==> config.mk <==
export PLATFORM = sky130hd
export DESIGN_NAME = uart_rx_ctrl_flat
export DESIGN_NICKNAME = d
export VERILOG_FILES = /design/src/rtl/uart_rx_ctrl_if.sv /design/src/rtl/uart_rx_ctrl.sv /design/src/flat_wrapper.sv
export SDC_FILE = /design/constraint.sdc
export NUM_CORES = 1
export LEC_CHECK = 0
export BUFFER_PORTS_ARGS = -buffer_cell sky130_fd_sc_hd__buf_2
export CAP_MARGIN = 20
export CORE_MARGIN = 8
export CORE_UTILIZATION = 55
export DETAILED_ROUTE_END_ITERATION = 10
export PLACE_DENSITY = 0.73
export SLEW_MARGIN = 20
export SYNTH_ARGS = -nofsm -noshare
export SYNTH_HDL_FRONTEND = slang
export SYNTH_SLANG_ARGS = --single-unit
==> constraint.sdc <==
create_clock -name clk -period 7.39 [get_ports clk]
set_input_delay 0.739 -clock clk [delete_from_list [all_inputs] [get_ports clk]]
set_output_delay 0.739 -clock clk [all_outputs]
set_load 0.02 [all_outputs]
==> src/rtl/uart_rx_ctrl_if.sv <==
// Consumer-side stream of the receive FIFO head: valid/data/parity flag with ready.
interface uart_rx_ctrl_if;
  logic       m_valid;
  logic [7:0] m_data;
  logic       m_perr;
  logic       m_ready;

  modport master (output m_valid, m_data, m_perr, input m_ready);
  modport slave  (input m_valid, m_data, m_perr, output m_ready);
endinterface

==> src/rtl/uart_rx_ctrl.sv <==
// Receive controller: captures uart_rx frames into a FWFT FIFO, paces the sender via
// rts_n hysteresis, and keeps sticky overrun plus saturating parity-error statistics.
module uart_rx_ctrl #(
  parameter  int DEPTH  = 16,
  parameter  int RTS_HI = 12,
  parameter  int RTS_LO = 4,
  localparam int CW     = $clog2(DEPTH + 1)
) (
  input  logic                 clk,
  input  logic                 rst,
  input  logic                 rx_done,
  input  logic [7:0]           rx_data,
  input  logic                 parity_error,
  input  logic [1:0]           data_bit_num,
  output logic                 rts_n,
  uart_rx_ctrl_if.master       m_if,
  output logic [CW-1:0]        fifo_count,
  output logic                 overrun,
  input  logic                 overrun_clr,
  output logic [7:0]           perr_count,
  input  logic                 perr_clr
);

  localparam int AW = $clog2(DEPTH);
  localparam logic [CW-1:0] DEPTH_C = CW'(DEPTH);
  localparam logic [CW-1:0] HI_C    = CW'(RTS_HI);
  localparam logic [CW-1:0] LO_C    = CW'(RTS_LO);

  typedef enum logic [1:0] {ST_INIT, ST_OPEN, ST_HOLD} state_t;

  logic          r_done_d;
  logic [8:0]    r_mem [DEPTH];
  logic [AW-1:0] r_wr;
  logic [AW-1:0] r_rd;
  logic [CW-1:0] r_cnt;
  logic          r_overrun;
  logic [7:0]    r_perr_cnt;
  logic          r_rts_n;
  state_t        r_state;

  logic          w_push;
  logic          w_pop;
  logic          w_full;
  logic          w_accept;
  logic          w_drop;
  logic [7:0]    w_mask;
  logic [CW-1:0] w_cnt_n;
  state_t        w_state_n;

  assign w_push   = rx_done & ~r_done_d;
  assign w_pop    = m_if.m_valid & m_if.m_ready;
  assign w_full   = (r_cnt == DEPTH_C);
  // A full FIFO still takes a frame when the head leaves in the same cycle.
  assign w_accept = w_push & (~w_full | w_pop);
  assign w_drop   = w_push & w_full & ~w_pop;

  always_comb begin
    w_mask = 8'hFF;
    case (data_bit_num)
      2'b00:   w_mask = 8'h1F;
      2'b01:   w_mask = 8'h3F;
      2'b10:   w_mask = 8'h7F;
      default: w_mask = 8'hFF;
    endcase
  end

  always_comb begin
    w_cnt_n = r_cnt;
    case ({w_accept, w_pop})
      2'b10:   w_cnt_n = r_cnt + CW'(1);
      2'b01:   w_cnt_n = r_cnt - CW'(1);
      default: w_cnt_n = r_cnt;
    endcase
  end

  always_ff @(posedge clk or posedge rst) begin
    if (rst) begin
      r_done_d <= 1'b1;
      r_wr     <= '0;
      r_rd     <= '0;
      r_cnt    <= '0;
      for (int unsigned i = 0; i < DEPTH; i++) r_mem[AW'(i)] <= '0;
    end else begin
      r_done_d <= rx_done;
      r_cnt    <= w_cnt_n;
      if (w_accept) begin
        r_mem[r_wr] <= {parity_error, rx_data & w_mask};
        r_wr        <= r_wr + 1'b1;
      end
      if (w_pop) r_rd <= r_rd + 1'b1;
    end
  end

  always_ff @(posedge clk or posedge rst) begin
    if (rst) begin
      r_overrun  <= 1'b0;
      r_perr_cnt <= '0;
    end else begin
      if (w_drop)           r_overrun <= 1'b1;
      else if (overrun_clr) r_overrun <= 1'b0;

      // Dropped frames still count; a clear in the same cycle as an error restarts at 1.
      if (w_push && parity_error) begin
        if (perr_clr)                r_perr_cnt <= 8'd1;
        else if (r_perr_cnt != '1)   r_perr_cnt <= r_perr_cnt + 8'd1;
      end else if (perr_clr) begin
        r_perr_cnt <= '0;
      end
    end
  end

  always_comb begin
    w_state_n = r_state;
    case (r_state)
      ST_INIT: w_state_n = ST_OPEN;
      ST_OPEN: if (w_cnt_n >= HI_C) w_state_n = ST_HOLD;
      ST_HOLD: if (w_cnt_n <= LO_C) w_state_n = ST_OPEN;
      default: w_state_n = ST_INIT;
    endcase
  end

  // rts_n decodes the next state so it flips together with fifo_count.
  always_ff @(posedge clk or posedge rst) begin
    if (rst) begin
      r_state <= ST_INIT;
      r_rts_n <= 1'b1;
    end else begin
      r_state <= w_state_n;
      r_rts_n <= (w_state_n != ST_OPEN);
    end
  end

  assign m_if.m_valid = (r_cnt != '0);
  assign m_if.m_data  = r_mem[r_rd][7:0];
  assign m_if.m_perr  = r_mem[r_rd][8];
  assign rts_n        = r_rts_n;
  assign fifo_count   = r_cnt;
  assign overrun      = r_overrun;
  assign perr_count   = r_perr_cnt;

endmodule

==> src/flat_wrapper.sv <==
// flat-port wrapper written by rule: the top's interface ports become plain ports
module uart_rx_ctrl_flat 
#(
  parameter  int DEPTH  = 16,
  parameter  int RTS_HI = 12,
  parameter  int RTS_LO = 4,
  localparam int CW     = $clog2(DEPTH + 1)
)
  (clk, rst, rx_done, rx_data, parity_error, data_bit_num, rts_n, fifo_count, overrun, overrun_clr, perr_count, perr_clr, m_if_m_valid, m_if_m_data, m_if_m_perr, m_if_m_ready);
  uart_rx_ctrl_if m_if_i ();
  input  logic clk;
  input  logic rst;
  input  logic rx_done;
  input  logic [7:0] rx_data;
  input  logic parity_error;
  input  logic [1:0] data_bit_num;
  output logic rts_n;
  output logic [CW-1:0] fifo_count;
  output logic overrun;
  input  logic overrun_clr;
  output logic [7:0] perr_count;
  input  logic perr_clr;
  output wire logic [$bits(m_if_i.m_valid)-1:0] m_if_m_valid;
  output wire logic [$bits(m_if_i.m_data)-1:0] m_if_m_data;
  output wire logic [$bits(m_if_i.m_perr)-1:0] m_if_m_perr;
  input wire logic [$bits(m_if_i.m_ready)-1:0] m_if_m_ready;
  assign m_if_m_valid = m_if_i.m_valid;
  assign m_if_m_data = m_if_i.m_data;
  assign m_if_m_perr = m_if_i.m_perr;
  assign m_if_i.m_ready = m_if_m_ready;
  uart_rx_ctrl #(.DEPTH(DEPTH), .RTS_HI(RTS_HI), .RTS_LO(RTS_LO)) u_core (.clk(clk), .rst(rst), .rx_done(rx_done), .rx_data(rx_data), .parity_error(parity_error), .data_bit_num(data_bit_num), .rts_n(rts_n), .m_if(m_if_i), .fifo_count(fifo_count), .overrun(overrun), .overrun_clr(overrun_clr), .perr_count(perr_count), .perr_clr(perr_clr));
endmodule
Word-level counts from Yosys, hierarchy flattened --
Cells that the tools add are included.
Word-level totals: memories 0, output and inout port bits 25, memory bits (read-only) 0, input bits 17, register bits after elaboration 170, word-level logic and storage cells 81, RAM bits 0, bits in latches 0
Operators by class: equality and inequality tests 9, divide/modulo/power cells 0, reductions and logical operators 9, bitwise logic cells 12, add/sub/neg operators 5, magnitude comparators 5, mux-type cells 17, shift operators 0, multiply operators 0
Operators by type and width (number):
- 144-bit bitwise mux | 1
- 9-bit binary-select mux with 4-bit select | 1
- 9-bit demux with 4-bit select | 1
- 8-bit two-way mux | 4
- 9-bit two-way mux | 3
- 8-bit one-hot mux with 3 select lines | 1
- 5-bit greater-or-equal comparator, second input constant | 2
- 4-bit NOT with 5-bit output | 2
- 5-bit one-hot mux with 2 select lines | 1
- 4-bit by 1-bit adder with 4-bit output, second input constant | 2
- 8-bit by 1-bit adder with 8-bit output, second input constant | 1
- 8-bit AND | 1
- 8-bit inequality test, second input constant | 1
- 2-bit by 1-bit equality test with 1-bit output, second input constant | 3
- 2-bit equality test, second input constant | 3
- 2-bit one-hot mux with 3 select lines | 1
- 2-bit nonzero test | 3
- 5-bit by 1-bit adder with 5-bit output, second input constant | 1
- 1-bit AND | 5
- 5-bit equality test, second input constant | 1
- 5-bit by 4-bit greater-or-equal comparator with 1-bit output, second input constant | 1
- 5-bit by 3-bit less-or-equal comparator with 1-bit output, second input constant | 1
- 5-bit by 1-bit < comparator with 1-bit output, second input constant | 1
- 5-bit nonzero test | 1
- 9 further kinds | 15

Longest topological paths before layout --
depth in word-level cells 10, mapped depth 15

Worst setup path before layout --
OpenSTA, ideal clock, no wires.
kind flip-flop to flip-flop, start register u_core.r_cnt[1] (netlist: u_core.fifo_count[1]), end register u_core.r_state[0], path slack 3.658 ns, stages on the path, launching flop included 16, arrival time 3.608 ns, buffers on the path 3, cells stage by stage dfrtp_1 buf_6 or3_4 or3_1 and2_1 buf_2 ha_1 buf_2 xor2_1 ha_1 a21oi_1 xor2_2 o311a_1 o211ai_1 a211oi_1 a211o_1
Between the ends: word-level cells in the longest chain between the ends 9, elaborated cells on any way between the ends 16, those cells by class add/sub: 2; order compare: 2; eq/ne: 3; mux: 4; bitwise: 4; reduce/logical: 1
RTL lines:
- start: declaration | RTL line uart_rx_ctrl.sv:35 | logic [CW-1:0] r_cnt;
- start signal: assignment | RTL line uart_rx_ctrl.sv:85 | r_cnt <= w_cnt_n;
- 5-bit nonzero test (*) | RTL line uart_rx_ctrl.sv:133 | assign m_if.m_valid = (r_cnt != '0);
- named net m_if_m_valid | RTL line flat_wrapper.sv:23 | output wire logic [$bits(m_if_i.m_valid)-1:0] m_if_m_valid;
- 1-bit AND (*) | RTL line uart_rx_ctrl.sv:51 | assign w_pop = m_if.m_valid & m_if.m_ready;
- named net u_core.w_pop | RTL line uart_rx_ctrl.sv:42 | logic w_pop;
- 1-bit OR | RTL line uart_rx_ctrl.sv:54 | assign w_accept = w_push & (~w_full | w_pop);
- 1-bit AND | RTL line uart_rx_ctrl.sv:54
- 2-bit by 1-bit equality test with 1-bit output / 2-bit equality test (equally long branches) | RTL line uart_rx_ctrl.sv:69 | case ({w_accept, w_pop})
- 5-bit one-hot mux with 2 select lines (*) | RTL line uart_rx_ctrl.sv:69
- 5-bit by 3-bit less-or-equal comparator with 1-bit output / 5-bit by 4-bit greater-or-equal comparator with 1-bit output (equally long branches) | RTL line uart_rx_ctrl.sv:117, uart_rx_ctrl.sv:116
- 2-bit two-way mux, on equally long branches | RTL line uart_rx_ctrl.sv:117, uart_rx_ctrl.sv:116
- 2-bit one-hot mux with 3 select lines (*) | RTL line uart_rx_ctrl.sv:114 | case (r_state)
- named net u_core.w_state_n[0] | RTL line uart_rx_ctrl.sv:48 | state_t w_state_n;
- end signal: assignment | RTL line uart_rx_ctrl.sv:128 | r_state <= w_state_n;
- end: declaration | RTL line uart_rx_ctrl.sv:39 | state_t r_state;
The timed path passes the listed nets; every way through them passes the cells marked *. A chain may end at the register's enable or synchronous reset.

Worst setup path after layout --
start input port rx_done, end register u_core.r_state[0]
Between the ends: word-level cells in the longest chain between the ends 7, elaborated cells on any way between the ends 10, those cells by class order compare: 2; eq/ne: 2; mux: 4; bitwise: 2
RTL lines:
- start: declaration | RTL line flat_wrapper.sv:13 | input logic rx_done;
- 1-bit AND (*) | RTL line uart_rx_ctrl.sv:50 | assign w_push = rx_done & ~r_done_d;
- 1-bit AND (*) | RTL line uart_rx_ctrl.sv:54
- 2-bit by 1-bit equality test with 1-bit output / 2-bit equality test (equally long branches) | RTL line uart_rx_ctrl.sv:69
- 5-bit one-hot mux with 2 select lines (*) | RTL line uart_rx_ctrl.sv:69
- 5-bit by 3-bit less-or-equal comparator with 1-bit output / 5-bit by 4-bit greater-or-equal comparator with 1-bit output (equally long branches) | RTL line uart_rx_ctrl.sv:117, uart_rx_ctrl.sv:116
- 2-bit two-way mux, on equally long branches | RTL line uart_rx_ctrl.sv:117, uart_rx_ctrl.sv:116
- 2-bit one-hot mux with 3 select lines (*) | RTL line uart_rx_ctrl.sv:114
- named net u_core.w_state_n[0] | RTL line uart_rx_ctrl.sv:48
Marks and branches as above.

==> results.md <==
Clock network:
- Buffers added to address setup during post-CTS repair amount to 0.
- Once the clock tree was built, the resizer swapped 0 gates to a different size.
- After clock tree synthesis, the clock-pin slew on the worst setup and hold paths is 0.07 ns.
- TritonCTS built the clock tree.
- The TritonCTS buffer count is 17.
- At the later pin of the worst-skew pair, clock insertion delay measures 0.43 ns.
- The clock drives 170 sinks.
- The worst-case clock buffer depth is 2.
- The clock tree synthesis step divided the H-tree into 4 levels.
- The number of hold buffers added after CTS was 0.
- The tree is rooted in a sky130_fd_sc_hd__clkbuf_16.

Setup path:
- The worst setup path is of the in -> reg kind.
- At the worst endpoint, the required time is 7.76 ns.
- The critical path contains buffers and inverters numbering 2 combined.
- STA classifies the critical path startpoint as a primary input.
- The top cell family by delay on the critical path is compound AO/OA/AOI/OAI gates.
- Among all stages on the critical path, the largest delay is contributed by sky130_fd_sc_hd__nor2b_1.
- The signal on the critical path passes through buf_2 > nor2b_1 > o31a_4 > inv_1 > ha_1 > xor2_1 > ha_1 > a21oi_1 > xor2_2 > xor2_1 > o211ai_1 > a211oi_1 > a211o_1.
- STA classifies the critical path endpoint as a flop.
- For this run, the slowest stage of the critical path takes 0.84 ns.
- Measured in cells, the most critical reg-to-reg path has a length of 12.
- The number of gates on the worst path with buffers counted is 13.
- In this run the worst path has a maximum fanout of 16.
- Data on the critical path arrives at its endpoint at 4.28 ns.

Synth:
- After synthesis, the share of flip-flops with an asynchronous set or reset is 100.0%.
- Among all flip-flop cells after synthesis, the most frequent one is sky130_fd_sc_hd__dfrtp_1.
- In the synthesized netlist, the number of instances is 580.
- The simple-gate portion of the synthesized area is 7.080%.
- The share of the Yosys chip area taken by registers is 52.36%.
- The number of enable flip-flop cells after synthesis is 0.
- The total of warnings raised by yosys is 0.
- In this run the mean area of a mapped cell was 14.02 um^2.
- Counting every net in the synthesized netlist gives 606.
- The synthesized-area fraction occupied by adder cells is 1.385%.
- The flip-flop and latch count after synthesis is 170.
- After Yosys synthesis, XOR and XNOR cells account for 2.355% of the synthesized area.
- The synthesized netlist devotes 4.525% of its cell area to compound gates.
- In this run the cell area of the synthesized design comes to 0.008129 mm^2.
- The count of distinct cell types in the synthesized netlist is 55.
- The main combinational cell family by area after synthesis is multiplexers.
- Multiplexer cells account for 28.86% of the synthesized area.

Place:
- Routability-driven placement finished with a final weighted congestion of 0.7815.
- Prior to clock tree synthesis, the placed netlist has a worst setup slack of 3.077 ns.
- Once detailed placement completed, the half-perimeter wirelength came to 11,280 um.
- The count of placed standard cells including taps is 765.
- Summing all placed instances gives a cell area of 0.008337 mm^2.
- The count of buffers added on input and output ports is 41.

Timing:
- Between clock sinks in the finished design, the worst skew comes to 0.01155 ns.
- The worst pin sits at a relative slew slack of 28.52%.
- The highest achievable clock rate is 255.4 MHz.
- Summed over all failing endpoints, the final setup total negative slack is 0 ns.
- The worst setup slack after layout is 3.474 ns.
- Setup repair after global routing left no endpoint under its margin.
- The clock period minus worst slack is 3.916 ns.
- The count of final hold-check violations is 0.
- The final clock period utilization by the worst path is 52.99%.
- The final count of pins violating max slew came to 0.
- The number of failing setup endpoints in the final timing report is 0.
- Final hold analysis gives a worst-case slack of 0.4204 ns.
- For the pin with the worst max-slew slack, the measured transition is 1.070 ns.

Worst hold path:
- The worst hold-check path type is in -> reg.
- The worst hold path depth is 1.

Floorplan:
- The standard cell core area is 0.01448 mm^2.
- The boundary pin count is 42.
- The die is 137.6 um wide.
- For this configuration, the core starts out at a cell density of 56.14%.
- The die area is 0.01893 mm^2.
- The number of placement rows is 44.
- Measured along the y axis, the die boundary spans 137.6 um.

Finish:
- The filler cell count in the final layout is 1,077.
- For this run, the share of the core covered by cells in the final layout is 61.96%.
- 0 antenna diodes ended up in the layout.
- The finished cells cover 0.008971 mm^2.
- The post-layout instance count excluding filler cells is 797.
- The number of nets in the layout is 626.
- The layout-stage area growth over the synthesis result is 10.36%.
- The multi-input logic area is 0.003593 mm^2.
- Summing all flip-flop and latch instances after layout gives 0.004258 mm^2.
- Of the cells placed in the final design, the portion with a size suffix greater than 1 is 39.48%.

Routing:
- Summing over every cut layer, the via total after detailed routing is 4,883.
- The number of nets still failing antenna checks after routing is 0.
- The number of DRC violations after detailed-routing iteration 0 is 342.
- The routed design has 17,480 um of wire.
- The number of remaining DRC errors is 0.
- Dividing the detail-routed via count by the number of cells gives 6.127.
- The length of the first detailed-routing pass in iterations is 5.
- In the final routed layout, each cell accounts on average for 21.93 um.

Pwr:
- Net switching is 32.62% of the power.
- Summed over all nets, the switching power comes to 1.257 mW.
- Of the total power, combinational logic draws 34.4%.
- The sequential fraction of design power is 40.8%.
- The clock network fraction of total power is 24.8%.
- Dividing total power by cell area gives a power density of 429.7 mW/mm^2.
- The total internal power is 2.597 mW.
- The leakage component of the power is 4.130 nW.
- The worst vdd rail ir drop is 251.1 uV.
- The completed layout was analyzed and its total power is 3.855 mW.

Global route:
- Summed over all layers, the global routing overflow is 0.
- The number of antenna violations at the first check in global routing is 3.
- The first global-routing pass estimated 28,300 um of wire.
- The via count of the first global-routing pass came to 5,009.
- Global routing consumed, over all layers together, 20.14% of the routing resources.
- Entering global routing, the biggest net connects 112 pins.

Flow run:
- The reported max-cap violation count is 0.

Status:
- The run finished with clean final reports.
==> cells in the mapped netlist (3+ instances only) <==
master	n	area (um^2)
sky130_fd_sc_hd__ha_1	9	112.6
sky130_fd_sc_hd__nand4_1	3	18.77
sky130_fd_sc_hd__nor2b_1	4	25.02
sky130_fd_sc_hd__buf_8	4	60.06
sky130_fd_sc_hd__buf_2	13	65.06
sky130_fd_sc_hd__nand2_4	4	45.04
sky130_fd_sc_hd__nand2_1	50	187.7
sky130_fd_sc_hd__nor2_2	4	25.02
sky130_fd_sc_hd__mux2_1	6	67.56
sky130_fd_sc_hd__xnor2_1	8	70.07
sky130_fd_sc_hd__o21ai_0	40	200.2
sky130_fd_sc_hd__mux2i_1	3	30.03
sky130_fd_sc_hd__buf_4	5	37.54
sky130_fd_sc_hd__inv_1	6	22.52
sky130_fd_sc_hd__a31oi_1	4	25.02
sky130_fd_sc_hd__xor2_1	12	105.1
sky130_fd_sc_hd__clkbuf_1	16	60.06
sky130_fd_sc_hd__mux4_2	45	1013
sky130_fd_sc_hd__mux2_4	17	255.2
sky130_fd_sc_hd__mux2_2	87	979.7
sky130_fd_sc_hd__nor2_1	12	45.04
sky130_fd_sc_hd__dfrtp_1	168	4204
sky130_fd_sc_hd__nand3_1	14	70.07
sky130_fd_sc_hd__buf_1	3	11.26
==> per-layer routing <==
metal / part of all wire, % / wire [um] / up-vias / track usage [%]
met1: 44 / 7663 / 2595 / 26.57
li1: - / - / 2153 / -
met5: 0.23 / 40 / - / 0
met4: 1.3 / 220 / 6 / 5.371
met3: 4.4 / 768 / 25 / 5.434
met2: 50 / 8788 / 104 / 32.29
==> sequential cells by signal (all words and copies together), names as in the netlist <==
| signal | flops |
|---|---|
| u_core.fifo_count | 5 |
| u_core.overrun | 1 |
| u_core.perr_count | 8 |
| u_core.r_done_d | 1 |
| u_core.r_mem | 144 |
| u_core.r_rd | 4 |
| u_core.r_state | 2 |
| u_core.r_wr | 4 |
| u_core.rts_n | 1 |
==> placed cells by master (no fill, tap or decap), types with 2 or more instances in the layout <==
master and n:
sky130_fd_sc_hd__nand4_1 3, sky130_fd_sc_hd__nor3_1 2, sky130_fd_sc_hd__clkinv_4 3, sky130_fd_sc_hd__o211ai_1 2, sky130_fd_sc_hd__buf_2 41, sky130_fd_sc_hd__a211oi_1 2, sky130_fd_sc_hd__and2_1 2, sky130_fd_sc_hd__clkinvlp_4 2
sky130_fd_sc_hd__a211o_1 2, sky130_fd_sc_hd__inv_1 5, sky130_fd_sc_hd__a21oi_1 2, sky130_fd_sc_hd__ha_1 9, sky130_fd_sc_hd__mux2_1 6, sky130_fd_sc_hd__bufinv_16 4, sky130_fd_sc_hd__buf_4 3, sky130_fd_sc_hd__nand2_4 4
sky130_fd_sc_hd__nor2_2 4, sky130_fd_sc_hd__xnor2_1 8, sky130_fd_sc_hd__mux2_4 17, sky130_fd_sc_hd__nor2_1 12, sky130_fd_sc_hd__mux4_2 45, sky130_fd_sc_hd__nor3b_1 2, sky130_fd_sc_hd__xor2_1 12, sky130_fd_sc_hd__dfstp_2 2
sky130_fd_sc_hd__a31oi_1 4, sky130_fd_sc_hd__nand3_1 14, sky130_fd_sc_hd__dfrtp_1 167, sky130_fd_sc_hd__clkbuf_16 17, sky130_fd_sc_hd__clkbuf_8 2, sky130_fd_sc_hd__a311oi_1 2, sky130_fd_sc_hd__mux2i_1 3, sky130_fd_sc_hd__mux2_2 87
sky130_fd_sc_hd__o21ai_0 39, sky130_fd_sc_hd__o21ai_1 2, sky130_fd_sc_hd__nor2b_1 4, sky130_fd_sc_hd__clkinv_2 2, sky130_fd_sc_hd__clkbuf_1 2, sky130_fd_sc_hd__nand2_1 50, sky130_fd_sc_hd__and3_1 2, sky130_fd_sc_hd__nand3b_1 2
==> power groups by stage <==
stage / clock network [mW] / logic (mW) / registers (mW)
after global routing: 1.01 / 1.43 / 1.62
after floorplan: 0 / 1.12 / 1.46
after CTS: 0.969 / 1.34 / 1.57
after global placement: 0 / 1.28 / 1.54
after detailed placement: 0 / 1.33 / 1.58
final: 0.954 / 1.33 / 1.57
==> logic make-up (layout without fill, tap and decap cells) <==
kind of cell               after synthesis  after routing
AOI/OAI and AO/OA                       61             61
xor gates and xnor gates                21             21
adders and majority gates                9              9
buffers and inverters                   49             82
DFF                                    170            170
muxes                                  158            158
and+or+nand+nor                        112            112
==> worst register-to-register path, stage by stage (launching register included) <==
cell and delay (ns):
sky130_fd_sc_hd__dfrtp_1 0.55, sky130_fd_sc_hd__or3_4 0.48, sky130_fd_sc_hd__or3_1 0.34, sky130_fd_sc_hd__and2_1 0.26, sky130_fd_sc_hd__ha_1 0.35, sky130_fd_sc_hd__xor2_1 0.22
sky130_fd_sc_hd__ha_1 0.24, sky130_fd_sc_hd__a21oi_1 0.21, sky130_fd_sc_hd__xor2_2 0.34, sky130_fd_sc_hd__xor2_1 0.19, sky130_fd_sc_hd__o211ai_1 0.12, sky130_fd_sc_hd__a211oi_1 0.40
sky130_fd_sc_hd__a211o_1 0.17
==> final timing paths <==
kind / start / slack (ns) / to
worst max-delay path: rx_done / 3.47 / u_core.r_state[0]
min in group asynchronous: rst / 0.45 / u_core.r_mem[116]
worst max register to register: u_core.fifo_count[2] / 3.48 / u_core.r_state[0]
worst min-delay path: rx_done / 0.42 / u_core.r_done_d
worst min register to register: u_core.r_mem[33] / 0.48 / u_core.r_mem[33]
max in group asynchronous: rst / 5.62 / u_core.r_rd[0]
==> area by class of cell <==
cell class	instances	share of cell area, %
timing repair buffer	44	2.538
clock inverter	11	1.911
tap	184	2.566
clock buffer	21	5.133
sequential	170	47.46
inverter	6	0.3347
multi-input combinational	361	40.06
Power figures use the tool's default switching activity.
